===== src/rtl/divider1_pkg.sv =====
// Shared types and sizing for the restoring divider: FSM states, default width, counter width.
package divider1_pkg;

  localparam int DIV_N = 8;

  typedef enum logic [1:0] {
    IDLE = 2'd0,
    CALC = 2'd1,
    DONE = 2'd2
  } state_e;

  function automatic int cnt_width(input int n);
    return (n > 1) ? $clog2(n) : 1;
  endfunction

  localparam int CNT_W = cnt_width(DIV_N);

endpackage


===== src/rtl/divider1_step.sv =====
// One restoring-division step: shift in the next dividend bit, subtract the divisor if it fits.
// Purely combinational; no handshake.
module divider1_step #(
  parameter int N = 8
) (
  input  logic [N-1:0] r_i,
  input  logic [N-1:0] q_i,
  input  logic [N-1:0] d_i,
  output logic [N-1:0] r_o,
  output logic [N-1:0] q_o
);

  // The partial remainder stays below D, so N bits hold it; only t needs the extra bit.
  logic [N:0] t;
  logic       ge;

  assign t   = {r_i, q_i[N-1]};
  assign ge  = (t >= {1'b0, d_i});
  assign r_o = ge ? N'(t - {1'b0, d_i}) : t[N-1:0];
  assign q_o = {q_i[N-2:0], ge};

endmodule


===== src/rtl/divider1.sv =====
// Sequential unsigned 2N/N restoring divider, one quotient bit per clock (N+1 edges to ready).
// start is ignored while busy; ready and results hold until the next accepted start.
module divider1
  import divider1_pkg::*;
#(
  parameter int N = DIV_N
) (
  input  logic           clk,
  input  logic           rst_n,
  input  logic           start,
  input  logic [2*N-1:0] A,
  input  logic [N-1:0]   B,
  output logic [N-1:0]   Quotient,
  output logic [N-1:0]   Remainder,
  output logic           overflow,
  output logic           dbz,
  output logic           ready
);

  localparam int CW = cnt_width(N);
  localparam logic [CW-1:0] LAST = CW'(N - 1);

  state_e          state_q;
  logic [CW-1:0]   cnt_q;
  logic [N-1:0]    r_q, r_d;
  logic [N-1:0]    q_q, q_d;
  logic [N-1:0]    d_q;
  logic [N-1:0]    quot_q, rem_q;
  logic            ovf_q, dbz_q, rdy_q;
  logic            short_q;
  logic            hi_ge;

  assign hi_ge = (A[2*N-1:N] >= B);

  divider1_step #(.N(N)) u_step (
    .r_i (r_q),
    .q_i (q_q),
    .d_i (d_q),
    .r_o (r_d),
    .q_o (q_d)
  );

  always_ff @(posedge clk or negedge rst_n) begin
    if (!rst_n) begin
      state_q <= IDLE;
      cnt_q   <= '0;
      r_q     <= '0;
      q_q     <= '0;
      d_q     <= '0;
      quot_q  <= '0;
      rem_q   <= '0;
      ovf_q   <= 1'b0;
      dbz_q   <= 1'b0;
      rdy_q   <= 1'b0;
      short_q <= 1'b0;
    end else begin
      case (state_q)
        IDLE, DONE: begin
          if (start) begin
            r_q     <= A[2*N-1:N];
            q_q     <= A[N-1:0];
            d_q     <= B;
            cnt_q   <= '0;
            rdy_q   <= 1'b0;
            // B==0 always satisfies hi_ge, so divide-by-zero also flags overflow.
            dbz_q   <= (B == '0);
            ovf_q   <= hi_ge;
            short_q <= hi_ge;
            state_q <= CALC;
          end
        end
        CALC: begin
          if (short_q) begin
            quot_q  <= '1;
            rem_q   <= '1;
            rdy_q   <= 1'b1;
            state_q <= DONE;
          end else begin
            r_q <= r_d;
            q_q <= q_d;
            if (cnt_q == LAST) begin
              quot_q  <= q_d;
              rem_q   <= r_d;
              rdy_q   <= 1'b1;
              state_q <= DONE;
            end else begin
              cnt_q <= cnt_q + 1'b1;
            end
          end
        end
        default: state_q <= IDLE;
      endcase
    end
  end

  assign Quotient  = quot_q;
  assign Remainder = rem_q;
  assign overflow  = ovf_q;
  assign dbz       = dbz_q;
  assign ready     = rdy_q;

endmodule


===== config.mk =====
export PLATFORM = sky130hd
export DESIGN_NAME = divider1
export DESIGN_NICKNAME = d
export VERILOG_FILES = /design/src/rtl/divider1_pkg.sv /design/src/rtl/divider1_step.sv /design/src/rtl/divider1.sv
export SDC_FILE = /design/constraint.sdc
export NUM_CORES = 1
export LEC_CHECK = 0
export CAP_MARGIN = 20
export CORE_MARGIN = 1.5
export CORE_UTILIZATION = 53
export DETAILED_ROUTE_END_ITERATION = 10
export PLACE_DENSITY = 0.8
export SETUP_SLACK_MARGIN = 0.2
export SYNTH_ARGS = -nofsm -noshare
export SYNTH_HDL_FRONTEND = slang
export SYNTH_SLANG_ARGS = --single-unit
export TNS_END_PERCENT = 50

===== constraint.sdc =====
create_clock -name clk -period 2.8 [get_ports clk]
set_input_delay 0.42 -clock clk [delete_from_list [all_inputs] [get_ports clk]]
set_output_delay 0.42 -clock clk [all_outputs]
set_load 0.01 [all_outputs]

After elaboration in Yosys (flattened, before gate mapping)
Index checks and enable logic that the tools add are counted.
Widths: inputs -> output; s select.

cells by class
  add/subtract/negate cells = 2
  order comparisons = 2
  equality and inequality tests = 7
  multiplexer cells = 23
  reduce and logical (&&, ||, !) cells = 11

operators with widths
  cell                 number
  $mux 8               9
  $pmux 8 s2           2
  $ge 9x8->1           1
  $mux 3               3
  $ge 8x8->1           1
  $logic_not 8->1      1
  $sub 8x8->8          1
  $mux 2               3
  $ne 2x2->1 const B   3
  $pmux 3 s2           1
  $reduce_and 2->1     3
  $reduce_and 3->1     2
  $pmux 2 s2           1
  $reduce_and 4->1     1
  $reduce_bool 2->1    2
  $add 3x1->3 const B  1
  $eq 3x3->1 const B   1
  $mux 1               3
  $ne 3x3->1 const B   1
  $eq 2x1->1 const B   1
  $eq 2x2->1 const B   1
  $logic_not 2->1      1
  $pmux 1 s2           1
  $reduce_or 2->1      1

storage, ports and cells
  register bits = 48
  bits of input ports = 27
  word-level logic and storage cells = 55

Depth between registers and ports, before layout
Gate-level depths: netlist of the first run.

  depth in word-level cells = 4
  gate-level depth with buffers = 9
  mapped depth without buffers = 9

By module
From an unflattened synthesis of the first run, not the netlist that was laid out.

unflattened totals
  cells, all modules = 308
  area, all modules = 2,856.5 um2

modules (own cells, without submodules)
  module         instances  cells an instance  area each (um2)  sequential area each (um2)
  divider1       1          231                2,275.9          1,201.2
  divider1_step  1          77                 580.6            0.0

Worst setup path before layout of the first run
No wires, ideal clock.

  kind = flip-flop to flip-flop
  from = register r_q[3]
  to = register r_q[0]
  setup time = 0.094 ns
  arrival time = 2.004 ns
  required time = 2.706 ns
  slack = 0.702 ns
  cell stages (with the launch flop) = 8
  path buffers = 0
  period minus slack after synthesis = 2.098 ns
  path through = dfrtp_1 -> ha_1 -> a21o_1 -> a31o_1 -> o221ai_2 -> nand2_4 -> mux2_4 -> a221oi_2

on the way
  longest elaborated chain between the ends = 4

ends and longest elaborated chain
  element                 RTL line             source
  start, declared         divider1.sv:25       logic [N-1:0] r_q, r_d;
  start signal, assigned  divider1.sv:60       r_q <= A[2*N-1:N];
  start signal, assigned  divider1.sv:79       r_q <= r_d;
  $ge 9x8->1              divider1_step.sv:18  assign ge = (t >= {1'b0, d_i});
  $mux 8                  divider1_step.sv:19  assign r_o = ge ? N'(t - {1'b0, d_i}) : t[N-1:0];
  $mux 8                  divider1.sv:73       if (short_q) begin
  $pmux 8 s2              divider1.sv:57       case (state_q)

No other way between the ends. The select of a mux whose other input is x is not followed.
A chain may end at the register's enable or synchronous reset.

Worst setup path in the final report of the first run
Same ends and word-level chain as after synthesis.

==> results of run 1 <==
==> area by class of cell <==
| cell class | instances | area [um2] |
|---|---|---|
| timing repair buffer | 52 | 513 |
| inverter | 19 | 71.3 |
| sequential | 48 | 1200 |
| clock inverter | 2 | 13.8 |
| tap | 67 | 83.8 |
| clock buffer | 6 | 82.6 |
| multi-input combinational | 219 | 1330 |
| fill | 388 | 1490 |
==> stage by stage <==
step / instance area (um2) / total power, uW / cells / util / setup WS [ns]
after floorplan: 2650 / 2770 / 299 / - / 0.702
after global placement: 3170 / 3400 / 403 / 0.663 / 0.627
after detailed placement: 3170 / 3450 / 403 / 0.663 / 0.576
after CTS: 3270 / 3910 / 411 / 0.683 / 0.551
after global routing: 3300 / 4250 / 413 / 0.689 / 0.423
final: 3300 / 3910 / 413 / 0.689 / 0.541
==> registers in the layout, summed over array words and instances, names as in the netlist <==
register,cells
Remainder,8
cnt_q,3
r_q,8
q_q,8
dbz,1
Quotient,8
state_q,2
d_q,8
short_q,1
ready,1
==> layout by cell type, fill, tap and decap left out, types with 2 or more instances in the layout <==
| master | count |
|---|---|
| sky130_fd_sc_hd__a211oi_1 | 2 |
| sky130_fd_sc_hd__a21o_1 | 7 |
| sky130_fd_sc_hd__a21oi_1 | 27 |
| sky130_fd_sc_hd__a31oi_1 | 15 |
| sky130_fd_sc_hd__buf_4 | 5 |
| sky130_fd_sc_hd__clkbuf_8 | 6 |
| sky130_fd_sc_hd__clkdlybuf4s50_1 | 44 |
| sky130_fd_sc_hd__dfrtp_1 | 48 |
| sky130_fd_sc_hd__ha_1 | 18 |
| sky130_fd_sc_hd__inv_1 | 19 |
| sky130_fd_sc_hd__mux2_4 | 2 |
| sky130_fd_sc_hd__mux2i_1 | 5 |
| sky130_fd_sc_hd__nand2_1 | 37 |
| sky130_fd_sc_hd__nand2b_1 | 4 |
| sky130_fd_sc_hd__nand3_1 | 3 |
| sky130_fd_sc_hd__nor2_1 | 41 |
| sky130_fd_sc_hd__nor2b_1 | 3 |
| sky130_fd_sc_hd__nor3_1 | 5 |
| sky130_fd_sc_hd__nor4_1 | 2 |
| sky130_fd_sc_hd__o21a_1 | 3 |
| sky130_fd_sc_hd__o21ai_0 | 20 |
| sky130_fd_sc_hd__o21ai_1 | 2 |
| sky130_fd_sc_hd__or3_1 | 8 |
| sky130_fd_sc_hd__xnor2_1 | 2 |
==> power groups by stage <==
stage	registers (uW)	logic (uW)	clock network, uW
2_1_floorplan	1210	1550	0
3_3_place_gp	1220	2170	0
3_5_place_dp	1230	2220	0
4_1_cts	1220	2240	456
5_1_grt	1260	2510	480
6_report	1220	2250	444
==> critical path: cells and delay by family, from the launching register on <==
family          cells  cell delay, ns
flops               1            0.41
compound gates      4            0.88
mux                 1            0.34
fa+ha+maj           1            0.37
simple gates        1            0.17
==> metal layers <==
layer | vias to the layer above | part of all wire | global-route usage
met3 | 8 | 0.057 | 0.0700
met1 | 1079 | 0.48 | 0.333
met5 | - | 0 | 0
met2 | 65 | 0.44 | 0.360
li1 | 1134 | - | -
met4 | 0 | 0.018 | 0.0905
==> final timing paths <==
| path | depth (start not counted) | to | start | slack, ns |
|---|---|---|---|---|
| worst max-delay path | 7 | r_q[0] | r_q[3] | 0.54 |
| worst min-delay path | 2 | cnt_q[1] | rst_n | 0.47 |
| worst max register to register | 7 | r_q[0] | r_q[3] | 0.54 |
| max in group asynchronous | 3 | Quotient[0] | rst_n | 1.85 |
| min in group clk | 2 | dbz | dbz | 0.48 |
| worst min register to register | 2 | dbz | dbz | 0.48 |
==> cell families after synthesis <==
group | Yosys count | share of synthesized area
AND/OR/NAND/NOR | 106 | 0.175
multiplexers | 7 | 0.0302
XOR/XNOR | 3 | 0.00991
AO/OA/AOI/OAI | 84 | 0.194
adder cells (fa/ha/maj) | 19 | 0.0925
buffers and inverters | 32 | 0.0458
flip-flops | 48 | 0.453
==> flow_summary.toml, run 1 <==
[sta]
layout_worst_path_cycle_share = 0.807
hold_violations = 0
smallest_hold_slack_ns = 0.475
skew_ns = 0.00940
finalWorstPathRequiredPeriod_ns = 2.26
timing.fmax_ghz = 0.443
worstMarginPinSlew_ns = 0.716
maxSlewViolCount = 0
setup_violations = 0
slew-limit-headroom = 0.519
rsz0062_at_grt = "false"
timing.setup.tns_ns = 0

[layout]
drive_gt1_frac = 0.0665
flow.area_growth_from_synthesis_pct = 24.3
final_nets = 391
antenna-diode-count = 0

[clock_network]
total_setup_buffers_inserted_after_cts = 0
worstSkewPairLatency_ns = 0.32
h-tree-depth = 2
clkTransAtPathRegs_ns = 0.09
cts_tree = "built"
cts_made_buffers = 5
post_cts_hold_buffer_count = 0
cts-root-to-sink-buffers = 2
cts_root_buffer = "sky130_fd_sc_hd__clkbuf_8"
clkSinkCount = 48
post_cts_resized = 0

[grt]
globalRoute.totalOverflow = 0
largest_net_degree_at_the_start_of_global_routing = 49
grt_antenna_before_repair = 0
globalRouteTotalUtil = 0.242
grt_first_pass_wirelength_mm = 9.92
grt_pass1_vias = 2119

[place]
detailed_place_hpwl_mm = 4.38
port-buffer-count = 45
gpl.final_weighted_congestion = 0.884

[detailed_routing]
detail-route-antenna-nets = 0
vias = 2286
routed_wirelength_mm = 5.82
wl_per_cell_um = 14.1
detail_route.drc_violations = 0
drt_pass1_iterations = 4
average_via_count_per_standard_cell = 5.54
drtIter0Drc = 151

[pwr]
cell_internal_pwr_uw = 2190
peakVddDrop_uv = 551
pwr-share-comb = 0.576
cellLeakagePower_uw = 0.00149
p_switching_uw = 1720
p_per_area_mw_per_mm2 = 1190
clkPwrFrac = 0.113
power.share.switching = 0.441
power_frac_seq = 0.311

[synthesis]
post-synth-top-area-fraction = 0.453
yosys_warnings = 0
synthFlopType = "sky130_fd_sc_hd__dfrtp_1"
postSynth.asyncResetShare = 1.00
synth.top_cells.by_count = "sky130_fd_sc_hd__dfrtp_1 (48), sky130_fd_sc_hd__nor2_1 (42), sky130_fd_sc_hd__nand2_1 (37)"
seq_area_frac_synth = 0.453
avgSynthCellArea_um2 = 8.87
synth_area_leaders = "sky130_fd_sc_hd__dfrtp_1 (45%), sky130_fd_sc_hd__ha_1 (8.5%), sky130_fd_sc_hd__nor2_1 (5.9%)"
number_of_enable_flip_flop_cells_after_synthesis = 0
synth_cell_type_count = 35
cell_area_synth_mm2 = 0.00265
syn-instance-count = 299
synthesis.nets = 345
postSynthRegisterBits = 48
synth.largest_area_cell = "sky130_fd_sc_hd__dfrtp_1"
post-synth-top-count-cell = "sky130_fd_sc_hd__dfrtp_1"

[outcome]
outcome = "completed"

[worst_setup_path]
path_cells = "ha_1 -> a21o_1 -> a31o_1 -> o221ai_2 -> nand2_4 -> mux2_4 -> a221oi_2"
critPathSlowestCell = "sky130_fd_sc_hd__dfrtp_1"
path_class = "flop to flop"
critPathRequiredTime_ns = 3.03
timing.critical_path.to_type = "flop"
crit_path_max_incr_delay_ns = 0.41
cp.arrival_ns = 2.49
cp_max_fo = 9
start_kind = "flop"

[die]
initial_utilization = 0.554
height_of_the_chip_um = 73.7
die_width_um = 73.7
placementRows = 25
die_area_mm2 = 0.00544
pin_count = 46
core_mm2 = 0.00479

[min_path]
min_path_type = "input pin to async pin"

[run]
max_cap_viols = 0
Note: power is estimated with default switching activity, not from simulation.
==> run 2: changes to the inputs <==
==> constraint.sdc (replaced) <==
create_clock -name clk -period 2.4 [get_ports clk]
set_input_delay 0.36 -clock clk [delete_from_list [all_inputs] [get_ports clk]]
set_output_delay 0.36 -clock clk [all_outputs]
set_load 0.01 [all_outputs]
==> run 2 against run 1 <==
  * Routed wire length is 12% higher
  * Final area rose by 4.4%
  * Non-clock buffer count increased by 7
  * Critical path type unchanged
  * Critical endpoint is now Remainder[6]
  * Largest cell class unchanged
==> flow_summary.toml, run 2 (synthesis gave the netlist of run 1 again) <==
[detailed_routing]
detail_route.drc_violations = 0
routed_wirelength_mm = 6.51
drtIter0Drc = 201
average_via_count_per_standard_cell = 5.62
detail-route-antenna-nets = 0
vias = 2368
drt_pass1_iterations = 4
wl_per_cell_um = 15.5

[layout]
mostFrequentLayoutCell = "sky130_fd_sc_hd__dfrtp_1"
top_library_cells_by_usage_in_the_layout_fill_and_taps_aside = "sky130_fd_sc_hd__dfrtp_1 (48), sky130_fd_sc_hd__clkdlybuf4s50_1 (44), sky130_fd_sc_hd__nor2_1 (41)"
multiInputGateArea_mm2 = 0.00142
final-seq-area_mm2 = 0.00120
flow.area_growth_from_synthesis_pct = 29.8
drive_gt1_frac = 0.121
final_nets = 399
layout.core_utilization = 0.719
fillers = 372
antenna-diode-count = 0

[die]
die_area_mm2 = 0.00544
core_mm2 = 0.00479
pin_count = 46
placementRows = 25
initial_utilization = 0.554
height_of_the_chip_um = 73.7
die_width_um = 73.7

[worst_setup_path]
timing.rr.start = "q_q[7]"
reg2reg_to = "Remainder[6]"
timing.critical_path.to_type = "flop"
r2r_cells = 9
cp_max_fo = 2
path_class = "flop to flop"
cp.arrival_ns = 2.35
start_kind = "flop"
critPathRequiredTime_ns = 2.57
rrSetupSlack_ns = 0.22

[clock_network]
post_cts_hold_buffer_count = 0
clkSinkCount = 48
clkTransAtPathRegs_ns = 0.09
cts_tree = "built"
cts_root_buffer = "sky130_fd_sc_hd__clkbuf_8"
cts_made_buffers = 5
worstSkewPairLatency_ns = 0.31
h-tree-depth = 2
cts-root-to-sink-buffers = 2

[grt]
globalRoute.totalOverflow = 0
globalRouteTotalUtil = 0.265
grt_pass1_vias = 2275
grt_first_pass_wirelength_mm = 10.9
largest_net_degree_at_the_start_of_global_routing = 31
grt_antenna_before_repair = 0

[pwr]
cellLeakagePower_uw = 0.00153
p_per_area_mw_per_mm2 = 1450
peakVddDrop_uv = 623

[sta]
layout_worst_path_cycle_share = 0.910
rsz0062_at_grt = "true"
timing.setup.tns_ns = 0
slew-limit-headroom = 0.576
hold_violations = 0
skew_ns = 0.00707
finalWorstPathRequiredPeriod_ns = 2.18
maxSlewViolCount = 0
timing.fmax_ghz = 0.458
setup_violations = 0
worstMarginPinSlew_ns = 0.631

[min_path]
min_path_type = "input pin to async pin"

[outcome]
outcome = "completed"

[place]
detailed_place_hpwl_mm = 4.66
port-buffer-count = 45
gpl.final_weighted_congestion = 0.874

[run]
max_cap_viols = 0
-- run 2: layout make-up --
type,count,share of cell area
Clock buffer,6,0.0240
Clock inverter,2,0.00400
Inverter,19,0.0207
Multi-Input combinational cell,220,0.412
Sequential cell,48,0.349
Tap cell,67,0.0244
Timing Repair Buffer,59,0.166
-- run 2: worst max-delay path by stage --
stage           start           end  cells past startpoint
2_1_floorplan  r_q[3]        r_q[0]                      7
3_3_place_gp   r_q[3]        r_q[0]                      7
3_5_place_dp   r_q[3]        r_q[0]                      7
4_1_cts        q_q[7]  Remainder[6]                      9
5_1_grt        q_q[7]  Remainder[6]                      9
6_report       q_q[7]  Remainder[6]                      9
-- run 2: metal layers --
| layer | vias to the layer above | track usage | routed length [um] |
|---|---|---|---|
| met2 | 88 | 0.422 | 3040 |
| met4 | 0 | 0.0988 | 144 |
| met5 | - | 0 | 0 |
| met3 | 17 | 0.0590 | 413 |
| li1 | 1143 | - | - |
| met1 | 1120 | 0.353 | 2920 |
-- run 2: power breakdown --
group          switching [uW]  total (uW)  leakage [uW]  internal, uW
sequential                251        1410      0.000535          1160
clock                     282         518     0.0000516           236
combinational            1690        3060      0.000940          1370
total                    2230        5000       0.00153          2770
-- run 2: stage by stage --
step / std cells / cell area (um2) / setup slack [ns] / hold WS (ns) / power, uW
finish: 421 / 3440 / 0.215 / 0.0457 / 5000
global route: 421 / 3440 / 0.142 / 0.0848 / 5370
CTS: 416 / 3360 / 0.201 / 0.0654 / 4760
detailed placement: 406 / 3210 / 0.128 / 0.402 / 4090
global placement: 406 / 3210 / 0.218 / 0.393 / 3980
floorplan: 299 / 2650 / 0.302 / 0.0644 / 3230
-- run 2: worst max-delay path: stages (launching register included) --
cell                      delay, ns
sky130_fd_sc_hd__dfrtp_1       0.41
sky130_fd_sc_hd__inv_2         0.09
sky130_fd_sc_hd__ha_4          0.14
sky130_fd_sc_hd__fa_2          0.21
sky130_fd_sc_hd__nor2b_1       0.06
sky130_fd_sc_hd__o31a_1        0.27
sky130_fd_sc_hd__o21a_1        0.18
sky130_fd_sc_hd__or3_1         0.32
sky130_fd_sc_hd__a32oi_2       0.26
sky130_fd_sc_hd__a21oi_1       0.10
-- run 2: timing repair --
item,in CTS,in global routing
cloned,1,0
setup buffers,1,4
setup endpoints to repair,4,14
pin swaps,1,7
endpoints found under the hold margin,0,0
resized for setup,5,9
